<file path="src/rtl/arb_rom.sv">
`default_nettype none
// ============================================================================
// Module  : arb_rom
// Brief   : Two-requester round-robin burst reader in front of a small ROM.
// Rev     : 1.0
// ============================================================================
module arb_rom #(
  parameter int N_PAL = 12,
  parameter int AW    = 8
) (
  input  logic          clk,
  input  logic          rst,
  input  logic          req0,
  input  logic          req1,
  input  logic [AW-1:0] dir0,
  input  logic [AW-1:0] dir1,
  input  logic [3:0]    len0,
  input  logic [3:0]    len1,
  output logic          gnt0,
  output logic          gnt1,
  output logic          valid0,
  output logic          valid1,
  output logic          fin0,
  output logic          fin1,
  output logic          err,
  output logic [AW-1:0] dato,
  output logic [AW-1:0] rom_dir,
  input  logic [AW-1:0] rom_dato
);

  typedef enum logic [1:0] {
    S_IDLE = 2'd0,
    S_READ = 2'd1,
    S_ERR  = 2'd2
  } state_t;

  localparam logic [31:0]   C_NPAL = 32'(N_PAL);
  localparam logic [AW-1:0] C_LAST = AW'(N_PAL - 1);
  localparam logic [AW-1:0] C_ONE  = AW'(1);

  state_t        r_state, w_nxt_state;
  logic          r_owner, w_nxt_owner;
  logic          r_last,  w_nxt_last;
  logic [3:0]    r_cnt,   w_nxt_cnt;
  logic [AW-1:0] r_addr,  w_nxt_addr;
  logic [AW-1:0] r_dato,  w_nxt_dato;
  logic [1:0]    r_gnt,   w_nxt_gnt;
  logic [1:0]    r_valid, w_nxt_valid;
  logic [1:0]    r_fin,   w_nxt_fin;
  logic          r_err,   w_nxt_err;

  logic          w_pick1;
  logic [AW-1:0] w_sel_dir;
  logic [3:0]    w_sel_len;
  logic          w_bad;

  // r_last is the requester served most recently; reset value 1 hands priority to 0
  assign w_pick1   = req1 & (~req0 | ~r_last);
  assign w_sel_dir = w_pick1 ? dir1 : dir0;
  assign w_sel_len = w_pick1 ? len1 : len0;
  assign w_bad     = (w_sel_len == 4'd0) || (32'(w_sel_len) > C_NPAL) ||
                     (32'(w_sel_dir) >= C_NPAL);

  always_comb begin
    w_nxt_state = r_state;
    w_nxt_owner = r_owner;
    w_nxt_last  = r_last;
    w_nxt_cnt   = r_cnt;
    w_nxt_addr  = r_addr;
    w_nxt_dato  = r_dato;
    w_nxt_gnt   = 2'b00;
    w_nxt_valid = 2'b00;
    w_nxt_fin   = 2'b00;
    w_nxt_err   = 1'b0;
    case (r_state)
      S_IDLE: begin
        if (req0 || req1) begin
          w_nxt_owner        = w_pick1;
          w_nxt_last         = w_pick1;
          w_nxt_gnt[w_pick1] = 1'b1;
          w_nxt_addr         = w_sel_dir;
          w_nxt_cnt          = w_sel_len;
          w_nxt_state        = w_bad ? S_ERR : S_READ;
        end
      end
      S_READ: begin
        w_nxt_dato           = rom_dato;
        w_nxt_valid[r_owner] = 1'b1;
        w_nxt_cnt            = r_cnt - 4'd1;
        w_nxt_addr           = (r_addr == C_LAST) ? '0 : r_addr + C_ONE;
        if (r_cnt == 4'd1) begin
          w_nxt_fin[r_owner] = 1'b1;
          w_nxt_state        = S_IDLE;
        end
      end
      S_ERR: begin
        w_nxt_err          = 1'b1;
        w_nxt_fin[r_owner] = 1'b1;
        w_nxt_state        = S_IDLE;
      end
      default: w_nxt_state = S_IDLE;
    endcase
  end

  always_ff @(posedge clk or posedge rst) begin
    if (rst) begin
      r_state <= S_IDLE;
      r_owner <= 1'b0;
      r_last  <= 1'b1;
      r_cnt   <= 4'd0;
      r_addr  <= '0;
      r_dato  <= '0;
      r_gnt   <= 2'b00;
      r_valid <= 2'b00;
      r_fin   <= 2'b00;
      r_err   <= 1'b0;
    end else begin
      r_state <= w_nxt_state;
      r_owner <= w_nxt_owner;
      r_last  <= w_nxt_last;
      r_cnt   <= w_nxt_cnt;
      r_addr  <= w_nxt_addr;
      r_dato  <= w_nxt_dato;
      r_gnt   <= w_nxt_gnt;
      r_valid <= w_nxt_valid;
      r_fin   <= w_nxt_fin;
      r_err   <= w_nxt_err;
    end
  end

  assign gnt0    = r_gnt[0];
  assign gnt1    = r_gnt[1];
  assign valid0  = r_valid[0];
  assign valid1  = r_valid[1];
  assign fin0    = r_fin[0];
  assign fin1    = r_fin[1];
  assign err     = r_err;
  assign dato    = r_dato;
  assign rom_dir = r_addr;

endmodule
`default_nettype wire

</file>
<file path="config.mk">
export PLATFORM = sky130hd
export DESIGN_NAME = arb_rom
export DESIGN_NICKNAME = d
export VERILOG_FILES = /design/src/rtl/arb_rom.sv
export SDC_FILE = /design/constraint.sdc
export NUM_CORES = 1
export LEC_CHECK = 0
export ABC_AREA = 1
export BUFFER_PORTS_ARGS = -buffer_cell sky130_fd_sc_hd__clkbuf_2
export CAP_MARGIN = 5
export CORE_MARGIN = 2
export CORE_UTILIZATION = 47
export DETAILED_ROUTE_END_ITERATION = 7
export MAX_ROUTING_LAYER = met4
export PLACE_DENSITY_LB_ADDON = 0.12
export SETUP_SLACK_MARGIN = 0.4
export SYNTH_ARGS = -nofsm -noshare
export SYNTH_HDL_FRONTEND = slang
export SYNTH_SLANG_ARGS = --single-unit
</file>
<file path="constraint.sdc">
create_clock -name clk -period 1.6 [get_ports clk]
set_clock_uncertainty 0.1 [all_clocks]
set_input_delay 0.16 -clock clk [delete_from_list [all_inputs] [get_ports clk]]
set_output_delay 0.16 -clock clk [all_outputs]
set_load 0.05 [all_outputs]
</file>
==> results of run 1 <==
==> through the flow <==
stage / worst slack [ns] / utilization, % / total power [mW]
global route: -0.0793 / 78.7 / 5.53
detailed placement: -0.0479 / 61.2 / 3.83
global placement: 0.0104 / 61.2 / 3.79
CTS: 0.0695 / 73.5 / 4.92
floorplan: 0.173 / - / 3.28
finish: 0.00277 / 78.7 / 5.22
==> repair_timing <==
| action | in CTS | in global routing |
|---|---|---|
| buffers inserted | 5 | 6 |
| gates resized for setup | 41 | 37 |
| hold buffers | 9 | 0 |
| gates cloned | 4 | 2 |
| endpoints found under the setup margin | 36 | 41 |
| endpoints found under the hold margin | 16 | 0 |
| pin swaps | 5 | 13 |
==> power by group through the flow <==
| stage | logic [mW] | registers, mW | clock network [mW] |
|---|---|---|---|
| 2_1_floorplan | 1.03 | 2.25 | 0 |
| 3_3_place_gp | 2.39 | 1.40 | 0 |
| 3_5_place_dp | 2.42 | 1.41 | 0 |
| 4_1_cts | 2.87 | 1.41 | 0.641 |
| 5_1_grt | 3.38 | 1.48 | 0.680 |
| 6_report | 3.15 | 1.44 | 0.631 |
==> cell usage in the layout (no fill, tap or decap), types with 4 or more instances in the layout <==
| cell type | instances |
|---|---|
| nor2_2 | 6 |
| clkbuf_8 | 10 |
| nand2_2 | 10 |
| dfrtp_2 | 8 |
| nand3b_1 | 5 |
| o21ai_0 | 4 |
| nand2_4 | 8 |
| buf_6 | 6 |
| o21ai_2 | 4 |
| o21ai_4 | 4 |
| inv_1 | 22 |
| dlygate4sd3_1 | 9 |
| nand3_1 | 15 |
| dfrtp_1 | 22 |
| buf_4 | 15 |
| o21ai_1 | 12 |
| inv_2 | 4 |
| buf_12 | 5 |
| nand2_1 | 78 |
| nor2_1 | 10 |
| clkbuf_2 | 45 |
==> registers in the layout, indices dropped and copies added (netlist names) <==
| signal | cells |
|---|---|
| r_fin | 2 |
| r_valid | 2 |
| dato | 8 |
| r_last | 1 |
| r_cnt | 4 |
| err | 1 |
| r_state | 2 |
| r_gnt | 2 |
| r_owner | 1 |
| rom_dir | 8 |
==> cell families after synthesis <==
family	count (synthesis)	synth area share, %
AO/OA/AOI/OAI	34	10.9
XOR/XNOR	4	1.90
flip-flops	31	42.2
AND/OR/NAND/NOR	137	31.8
buffers and inverters	38	9.04
adder cells (fa/ha/maj)	6	4.08
==> worst paths after layout <==
path                       slack, ns         end  cells after the start
max in group asynchronous       0.51      r_last                      4
hold / removal                  0.12  rom_dir[1]                      3
hold reg to reg                 0.37     dato[6]                      2
setup reg to reg               0.003  r_state[1]                     10
min in group asynchronous       0.31    r_gnt[0]                      3
setup / recovery               0.003  r_state[1]                     10
==> layer usage <==
layer,share of wire [%],vias up
met5,0,-
met4,1.9,0
met3,6.4,12
met2,52,82
met1,40,909
li1,-,980
==> worst max-delay path: stages, from the launching register on <==
cell	delay [ns]
dfstp_2	0.55
nand2_4	0.07
nand2_4	0.10
buf_6	0.15
nand2_4	0.05
o21ai_2	0.09
nand2_1	0.12
nor2_2	0.10
nand2_1	0.06
nand2_1	0.05
nand2_1	0.04
==> final cells by class <==
type,instances,share of cell area [%]
multi-input cells,183,37.5
flip-flops and latches,31,26.9
repair buffers,94,26.7
inverters,27,3.72
clock buffers,7,2.95
well taps,48,2.05
clock inverters,1,0.171
==> impl_metrics.csv, run 1 <==
group,metric,value,unit
synth,synth_most_common_cell,"nand2_1",
sta,slew_headroom,73.1,%
pwr,p_switching,2.57,mW
min_path,hp-class,"input pin to register",
min_path,holdCritStartpoint,"dir0[1]",
grt,grtUsageTotal,25.5,%
grt,overflow,0,
floorplanning,die-area,4430,µm²
place,place.gp.congestion,0.807,
worst_setup_path,crit_arrival,1.66,ns
clock_tree,cts_tree,"yes",
clock_tree,numCtsBuffers,5,
synth,ys_ff_latch,31,
floorplanning,core_area,3720,µm²
routing,dr_total_vias,1983,
finish,final_cells,391,
synth,synthesis.area,1840,µm²
grt,use_met1,30.4,%
routing,wirelength,5.45,mm
finish,drive_gt1_share,42.9,%
clock_tree,clk_pin_slew,0.06,ns
worst_setup_path,worstPathRequired,1.67,ns
worst_setup_path,crit_path_start,"r_last",
synth,yosysUniqueCellTypes,32,
pwr,vdd_drop_max,0.994,mV
clock_tree,htree_levels,2,
synth,syn_nets,292,
place,dp.cells,357,
pwr,power_frac_seq,27.5,%
worst_setup_path,worstSetupEndpointType,"register",
run_status,status,"finished clean",
synth,synth_edf_count,0,
floorplanning,die_w,66.6,µm
grt,grt_max_degree,25,
floorplanning,fp-row-count,22,
routing,viasPerCell,5.07,
pwr,p_int,2.66,mW
synth,synth_top_area_share,40.8,%
clock_tree,clockBufferDepth,2,
grt,grt_pass1_wl,8.29,mm
sta,rsz0062_at_grt,"yes",
place,placed_area,2280,µm²
pwr,swShare,49.1,%
synth,syn_inst,250,
synth,synth_area_leader_cell,"dfrtp_1",
sta,timing.final.crit_share,99.8,%
clock_tree,clock_latency,0.27,ns
grt,antenna_found_initial,0,
sta,fmax,626,MHz
pwr,clkPwrFrac,12.1,%
floorplanning,io_pins,59,
routing,drc,0,
grt,use_met3,5.24,%
synth,synth_common_cells,"nand2_1, dfrtp_1, inv_1",
grt,use_met2,44.1,%
pwr,p_leak,1.49,nW
finish,area_growth,58.9,%
routing,wl_per_cell,13.9,µm
finish,multiInputGateArea,1100,µm²
sta,hold_viol,0,
sta,fin_tns_setup,0,ns
routing,drtAntennaViolNets,0,
synth,synthFlopType,"dfrtp_1",
finish,final_nets,384,
grt,grt_pass1_vias,1815,
synth,ys_seq_area_share,42.2,%
grt,busiest_layer,"met2",
finish,diodes,0,
synth,synthArstFlopShare,100,%
sta,finalSetupViolations,0,
pwr,combPwrFrac,60.4,%
worst_setup_path,startpoint_type,"register",
sta,min_period,1.60,ns
finish,final_cell_area,2920,µm²
pwr,power_density,1790,nW/µm²
worst_setup_path,crit_type,"register to register",
synth,yosys-top-cells-area,"dfrtp_1, nand2_1, inv_1",
sta,final-max-slew-violation-count,0,
synth,yosysWarnings,0,
sta,holdWs,0.123,ns
worst_setup_path,critPathMaxFanout,6,
finish,num-fill-cells,252,
worst_setup_path,worst_r2r_startpoint,"r_last",
flow_run,drv_cap,0,
finish,regArea,787,µm²
floorplanning,initial_utilization,49.5,%
place,dp_hpwl,3.16,mm
clock_tree,cts_root_buffer,"clkbuf_8",
routing,drtPass1Iterations,4,
floorplanning,fp.dieH,66.6,µm
sta,worst_pin_slew,0.403,ns
clock_tree,cts.sinks,31,
place,port_buffers,58,
synth,syn_area_per_cell,7.36,µm²
routing,drt_iter0_drc,173,
Power figures use the tool's default switching activity.
==> inputs of run 2 (changes only) <==
- clock period: 1.6 -> 2 ns (I/O delays scaled with it)
==> run 2 against run 1 <==
  * Final area fell by 16%
  * Die area did not move
  * Final cell count is 7.2% lower
  * Clock power is 1% higher
  * Via count shrank 7.5%
  * Global-route usage fell by 1.4 points
  * Combinational power shrank 36%
  * Worst setup slack better by 0.39 ns
  * Critical path depth is the same
  * Critical path type unchanged
==> impl_metrics.csv, run 2 (same netlist as run 1, synthesis figures left out) <==
group,metric,value,unit
sta,final-max-slew-violation-count,0,
min_path,whs_path_depth,3,
pwr,power_frac_seq,29.9,%
routing,top_layer_used,"met4",
routing,dr_total_vias,1835,
pwr,power_density,1540,nW/µm²
clock_tree,numCtsBuffers,5,
pwr,p_int,1.87,mW
worst_setup_path,startpoint_type,"register",
worst_setup_path,worst_r2r_startpoint,"r_last",
place,port_buffers,58,
sta,finalSetupViolations,0,
finish,diodes,0,
routing,met1_length,2.17,mm
clock_tree,clockBufferDepth,2,
clock_tree,cts_root_buffer,"clkbuf_8",
place,place.gp.congestion,0.821,
sta,fmax,622,MHz
finish,final_cell_mix,"nand2_1, clkbuf_2, dfrtp_1",
pwr,power,3.80,mW
grt,grtUsageTotal,24.0,%
routing,wl_met3,268,µm
worst_setup_path,crit_arrival,1.68,ns
run_status,status,"finished clean",
sta,min_period,1.61,ns
floorplanning,initial_utilization,49.5,%
sta,fin_tns_setup,0,ns
finish,final_nets,356,
pwr,p_leak,1.29,nW
floorplanning,io_pins,59,
pwr,swShare,50.9,%
place,dp_hpwl,3.20,mm
worst_setup_path,crit_path_start,"r_last",
min_path,hp-class,"input pin to register",
worst_setup_path,crit_type,"register to register",
finish,num-fill-cells,348,
worst_setup_path,slowest_delay,0.63,ns
worst_setup_path,path_cells,"nand2_8, nand2_8, buf_4, nand2_2, nand2_2, nor2_1, nand2_1, nand2_1, nand3_1, nand2_1",
pwr,clkPwrFrac,16.9,%
flow_run,drv_cap,0,
grt,overflow,0,
clock_tree,cts.sinks,31,
sta,slew_headroom,65.9,%
floorplanning,die-area,4430,µm²
worst_setup_path,worstPathRequired,2.07,ns
worst_setup_path,reg2reg_depth,10,
worst_setup_path,crit_end,"r_state[0]",
floorplanning,fp-row-count,22,
routing,drtPass1Iterations,4,
place,dp.cells,348,
floorplanning,die_w,66.6,µm
grt,grt_pass1_wl,7.69,mm
routing,wirelength,4.96,mm
floorplanning,core_area,3720,µm²
sta,hold_viol,0,
routing,viasPerCell,5.06,
finish,mostFrequentLayoutCell,"nand2_1",
routing,drtAntennaViolNets,0,
routing,drc,0,
grt,antenna_found_initial,0,
worst_setup_path,worstSetupEndpointType,"register",
worst_setup_path,critPathSlowestCell,"dfstp_2",
clock_tree,clk_pin_slew,0.07,ns
worst_setup_path,critPathMaxFanout,8,
finish,drive_gt1_share,33.0,%
place,placed_area,2150,µm²
routing,drt_iter0_drc,122,
clock_tree,cts_tree,"yes",
finish,final_cells,363,
clock_tree,clock_latency,0.28,ns
worst_setup_path,r2r_slack,0.39,ns
sta,worst_pin_slew,0.511,ns
finish,area_growth,33.9,%
routing,wl_met2,2.43,mm
pwr,p_switching,1.93,mW
finish,final_cell_area,2460,µm²
sta,rsz0062_at_grt,"yes",
clock_tree,htree_levels,2,
worst_setup_path,cp_common_cell,"nand2_1",
grt,grt_max_degree,32,
floorplanning,fp.dieH,66.6,µm
worst_setup_path,timing.rr.end,"r_state[0]",
pwr,combPwrFrac,53.2,%
sta,timing.final.crit_share,80.3,%
grt,grt_pass1_vias,1661,
pwr,vdd_drop_max,0.557,mV
routing,wl_per_cell,13.7,µm
-- run 2: cell count changes in the layout (fill, tap and decap cells not counted), sizes merged --
cell	change
buf	-27
bufinv	+1
clkbuf	+3
dlygate4sd3	-8
nand2	+3
-- run 2: final cells by class --
type / instances / area (µm²) / area share [%]
repair buffers: 63 / 350 / 14.2
flip-flops and latches: 31 / 779 / 31.6
multi-input cells: 186 / 1050 / 42.7
clock inverters: 2 / 35.0 / 1.42
clock buffers: 6 / 82.6 / 3.35
inverters: 27 / 104 / 4.22
well taps: 48 / 60.1 / 2.44
-- run 2: critical path, delay by kind of cell (launching register included) --
| kind | cells | cell delay, ns |
|---|---|---|
| flops | 1 | 0.63 |
| simple gates | 9 | 0.63 |
| buf+inv | 1 | 0.12 |
-- run 2: how the worst min path moves through the flow --
| stage | start | endpoint |
|---|---|---|
| floorplan | rst | dato[0] |
| global placement | rst | dato[4] |
| detailed placement | rst | dato[4] |
| CTS | rom_dato[4] | dato[4] |
| global route | rom_dato[5] | dato[5] |
| finish | rom_dato[7] | dato[7] |
-- run 2: repair_timing --
item | 4_1_cts | 5_1_grt
pin swaps | 2 | 3
gates resized for setup | 7 | 20
endpoints found under the hold margin | 30 | 0
buffers inserted | 0 | 1
cloned | 3 | 2
setup endpoints to repair | 14 | 15
hold buffers | 1 | 0
-- run 2: per-layer routing --
metal	vias to the layer above	track usage, %
met5	-	-
met2	69	38.8
met1	830	30.1
li1	928	-
met3	8	5.24
met4	0	7.91
-- run 2: power groups by stage --
| stage | sequential, mW | clock, mW | combinational [mW] |
|---|---|---|---|
| after floorplan | 1.78 | 0 | 0.750 |
| after global placement | 1.11 | 0 | 1.79 |
| after detailed placement | 1.12 | 0 | 1.82 |
| after CTS | 1.12 | 0.643 | 1.92 |
| after global routing | 1.17 | 0.672 | 2.20 |
| final | 1.14 | 0.640 | 2.02 |
-- run 2: stage by stage --
stage	hold WS (ns)	util, %	setup slack [ns]
finish	0.0144	66.3	0.393
global route	0.0368	66.3	0.312
detailed placement	0.181	57.9	0.0397
CTS	0.0158	63.2	0.385
global placement	0.182	57.9	0.118
floorplan	0.203	-	0.428
==> inputs of run 3 (changes only) <==
- CORE_UTILIZATION: 47 -> 46
- clock period: 2 -> 1.4 ns (I/O delays scaled with it)
==> run 3 against run 2 <==
  * The flow now finishes with violations (negative setup slack)
  * Final area rose by 35%
  * Critical path type unchanged
  * Clock power rose by 26%
  * Largest power group unchanged
  * Count of clock-buffer cells in the layout rose by 1
  * Utilization rose by 22 points
==> impl_metrics.csv, run 3 (same netlist as run 1, synthesis figures left out) <==
group,metric,value,unit
run_status,status,"finished with violations",
run_status,violations,"negative setup slack",
worst_setup_path,crit_type,"register to register",
place,dp_slack,-0.181,ns
finish,final_nets,412,
sta,fin_ws,-0.271,ns
worst_setup_path,critPathSlowestCell,"dfrtp_1",
sta,timing.final.crit_share,119,%
sta,holdWs,0.168,ns
pwr,p_leak,1.68,nW
clock_tree,cts_tree,"yes",
grt,overflow,0,
clock_tree,clk_pin_slew,0.08,ns
worst_setup_path,startpoint_type,"register",
floorplanning,core_area,3740,µm²
clock_tree,cts_root_buffer,"clkbuf_8",
finish,final_cell_mix,"nand2_1, clkbuf_2, buf_4",
finish,mostFrequentLayoutCell,"nand2_1",
floorplanning,io_pins,59,
finish,final_cell_area,3320,µm²
sta,worst_pin_slew,0.427,ns
grt,busiest_layer,"met2",
worst_setup_path,path_cells,"inv_2, ha_4, buf_6, buf_12, nand2_1, o21ai_1, nand2_1, o21ai_1",
clock_tree,numCtsBuffers,5,
routing,drtPass1Iterations,5,
clock_tree,cts.sinks,31,
place,port_buffers,58,
finish,drive_gt1_share,49.9,%
place,placed_area,2370,µm²
sta,rsz0062_at_grt,"yes",
worst_setup_path,worst_r2r_startpoint,"r_state[1]",
clock_tree,htree_levels,2,
routing,wirelength,8.84,mm
floorplanning,die_w,67.3,µm
place,dp_hpwl,3.26,mm
worst_setup_path,timing.rr.end,"rom_dir[3]",
sta,slew_headroom,71.5,%
grt,grt_pass1_vias,2114,
sta,hold_viol,0,
pwr,power_density,2230,nW/µm²
worst_setup_path,worstSetupEndpointType,"register",
pwr,vdd_drop_max,1.12,mV
grt,use_met1,33.3,%
worst_setup_path,r2r_slack,-0.27,ns
worst_setup_path,slowest_delay,0.39,ns
min_path,holdCritStartpoint,"req1",
grt,use_met2,54.7,%
clock_tree,clockBufferDepth,2,
pwr,power,7.39,mW
sta,min_period,1.67,ns
floorplanning,fp-row-count,22,
routing,wl_per_cell,21.0,µm
clock_tree,clock_latency,0.29,ns
sta,finalSetupViolations,16,
floorplanning,initial_utilization,49.2,%
sta,final-max-slew-violation-count,0,
min_path,hp-class,"input pin to register",
worst_setup_path,worstPathRequired,1.51,ns
min_path,whs_path_depth,4,
grt,grtUsageTotal,30.8,%
worst_setup_path,reg2reg_depth,8,
finish,final_core_util,88.6,%
routing,drc,0,
floorplanning,die-area,4520,µm²
routing,dr_total_vias,2446,
flow_run,drv_cap,0,
min_path,min_to,"r_state[0]",
worst_setup_path,crit_arrival,1.78,ns
sta,fmax,599,MHz
place,place.gp.congestion,0.788,
worst_setup_path,critPathMaxFanout,12,
routing,drt_iter0_drc,230,
grt,antenna_found_initial,0,
finish,area_growth,80.1,%
finish,regArea,786,µm²
finish,multiInputGateArea,1110,µm²
grt,grt_pass1_wl,10.0,mm
floorplanning,fp.dieH,67.3,µm
grt,use_met3,6.00,%
worst_setup_path,crit_path_start,"r_state[1]",
routing,viasPerCell,5.82,
grt,grt_max_degree,32,
finish,num-fill-cells,169,
routing,drtAntennaViolNets,0,
[run 3: cell types whose count changed in the layout (fill, tap and decap cells not counted), sizes merged]
cell / previous run / this run
buf: 4 / 76
bufinv: 1 / 0
clkbuf: 64 / 46
diode: 0 / 1
dlygate4sd3: 1 / 9
nand2: 99 / 96
o21ai: 24 / 22
[run 3: final cells by class]
type / instances / area share, %
antenna: 1 / 0.0755
multi-input combinational: 181 / 33.4
tap: 48 / 1.81
sequential: 31 / 23.7
clock buffer: 7 / 2.60
timing repair buffer: 124 / 35.1
inverter: 27 / 3.21
clock inverter: 1 / 0.151
[run 3: what timing repair did]
| action | CTS | global route |
|---|---|---|
| pin swaps | 11 | 8 |
| endpoints found under the hold margin | 38 | 0 |
| setup endpoints to repair | 53 | 54 |
| gates cloned | 1 | 1 |
| hold buffers | 9 | 0 |
| setup buffers | 16 | 13 |
| gates resized for setup | 81 | 61 |
[run 3: worst max-delay path by stage]
stage | slack, ns | depth (start not counted) | endpoint
finish | -0.27 | 8 | rom_dir[3]
global route | -0.35 | 7 | rom_dir[5]
CTS | -0.13 | 10 | r_state[1]
detailed placement | -0.18 | 6 | r_cnt[2]
global placement | -0.13 | 10 | r_state[1]
floorplan | -0.03 | 8 | rom_dir[1]
[run 3: worst max-delay path: cells and delay by family, from the launching register on]
family / cells / cell delay (ns)
AOI/OAI and AO/OA: 2 / 0.32
adders and majority gates: 1 / 0.16
buffers and inverters: 3 / 0.37
DFF: 1 / 0.39
and+or+nand+nor: 2 / 0.25
[run 3: stage by stage]
stage,std cells,TNS (ns)
after detailed placement,371,-2.05
after global placement,371,-1.43
after CTS,405,-0.957
final,420,-2.22
after floorplan,250,-0.120
after global routing,419,-3.43
[run 3: power breakdown]
part / internal (mW) / switching, mW
logic: 2.04 / 2.73
clock network: 0.398 / 0.407
registers: 1.31 / 0.499
[run 3: routing by layer]
metal / part of all wire (%) / up-vias
met5: 0 / -
met3: 8.9 / 68
met4: 7.7 / 0
met2: 49 / 213
li1: - / 1029
met1: 34 / 1136
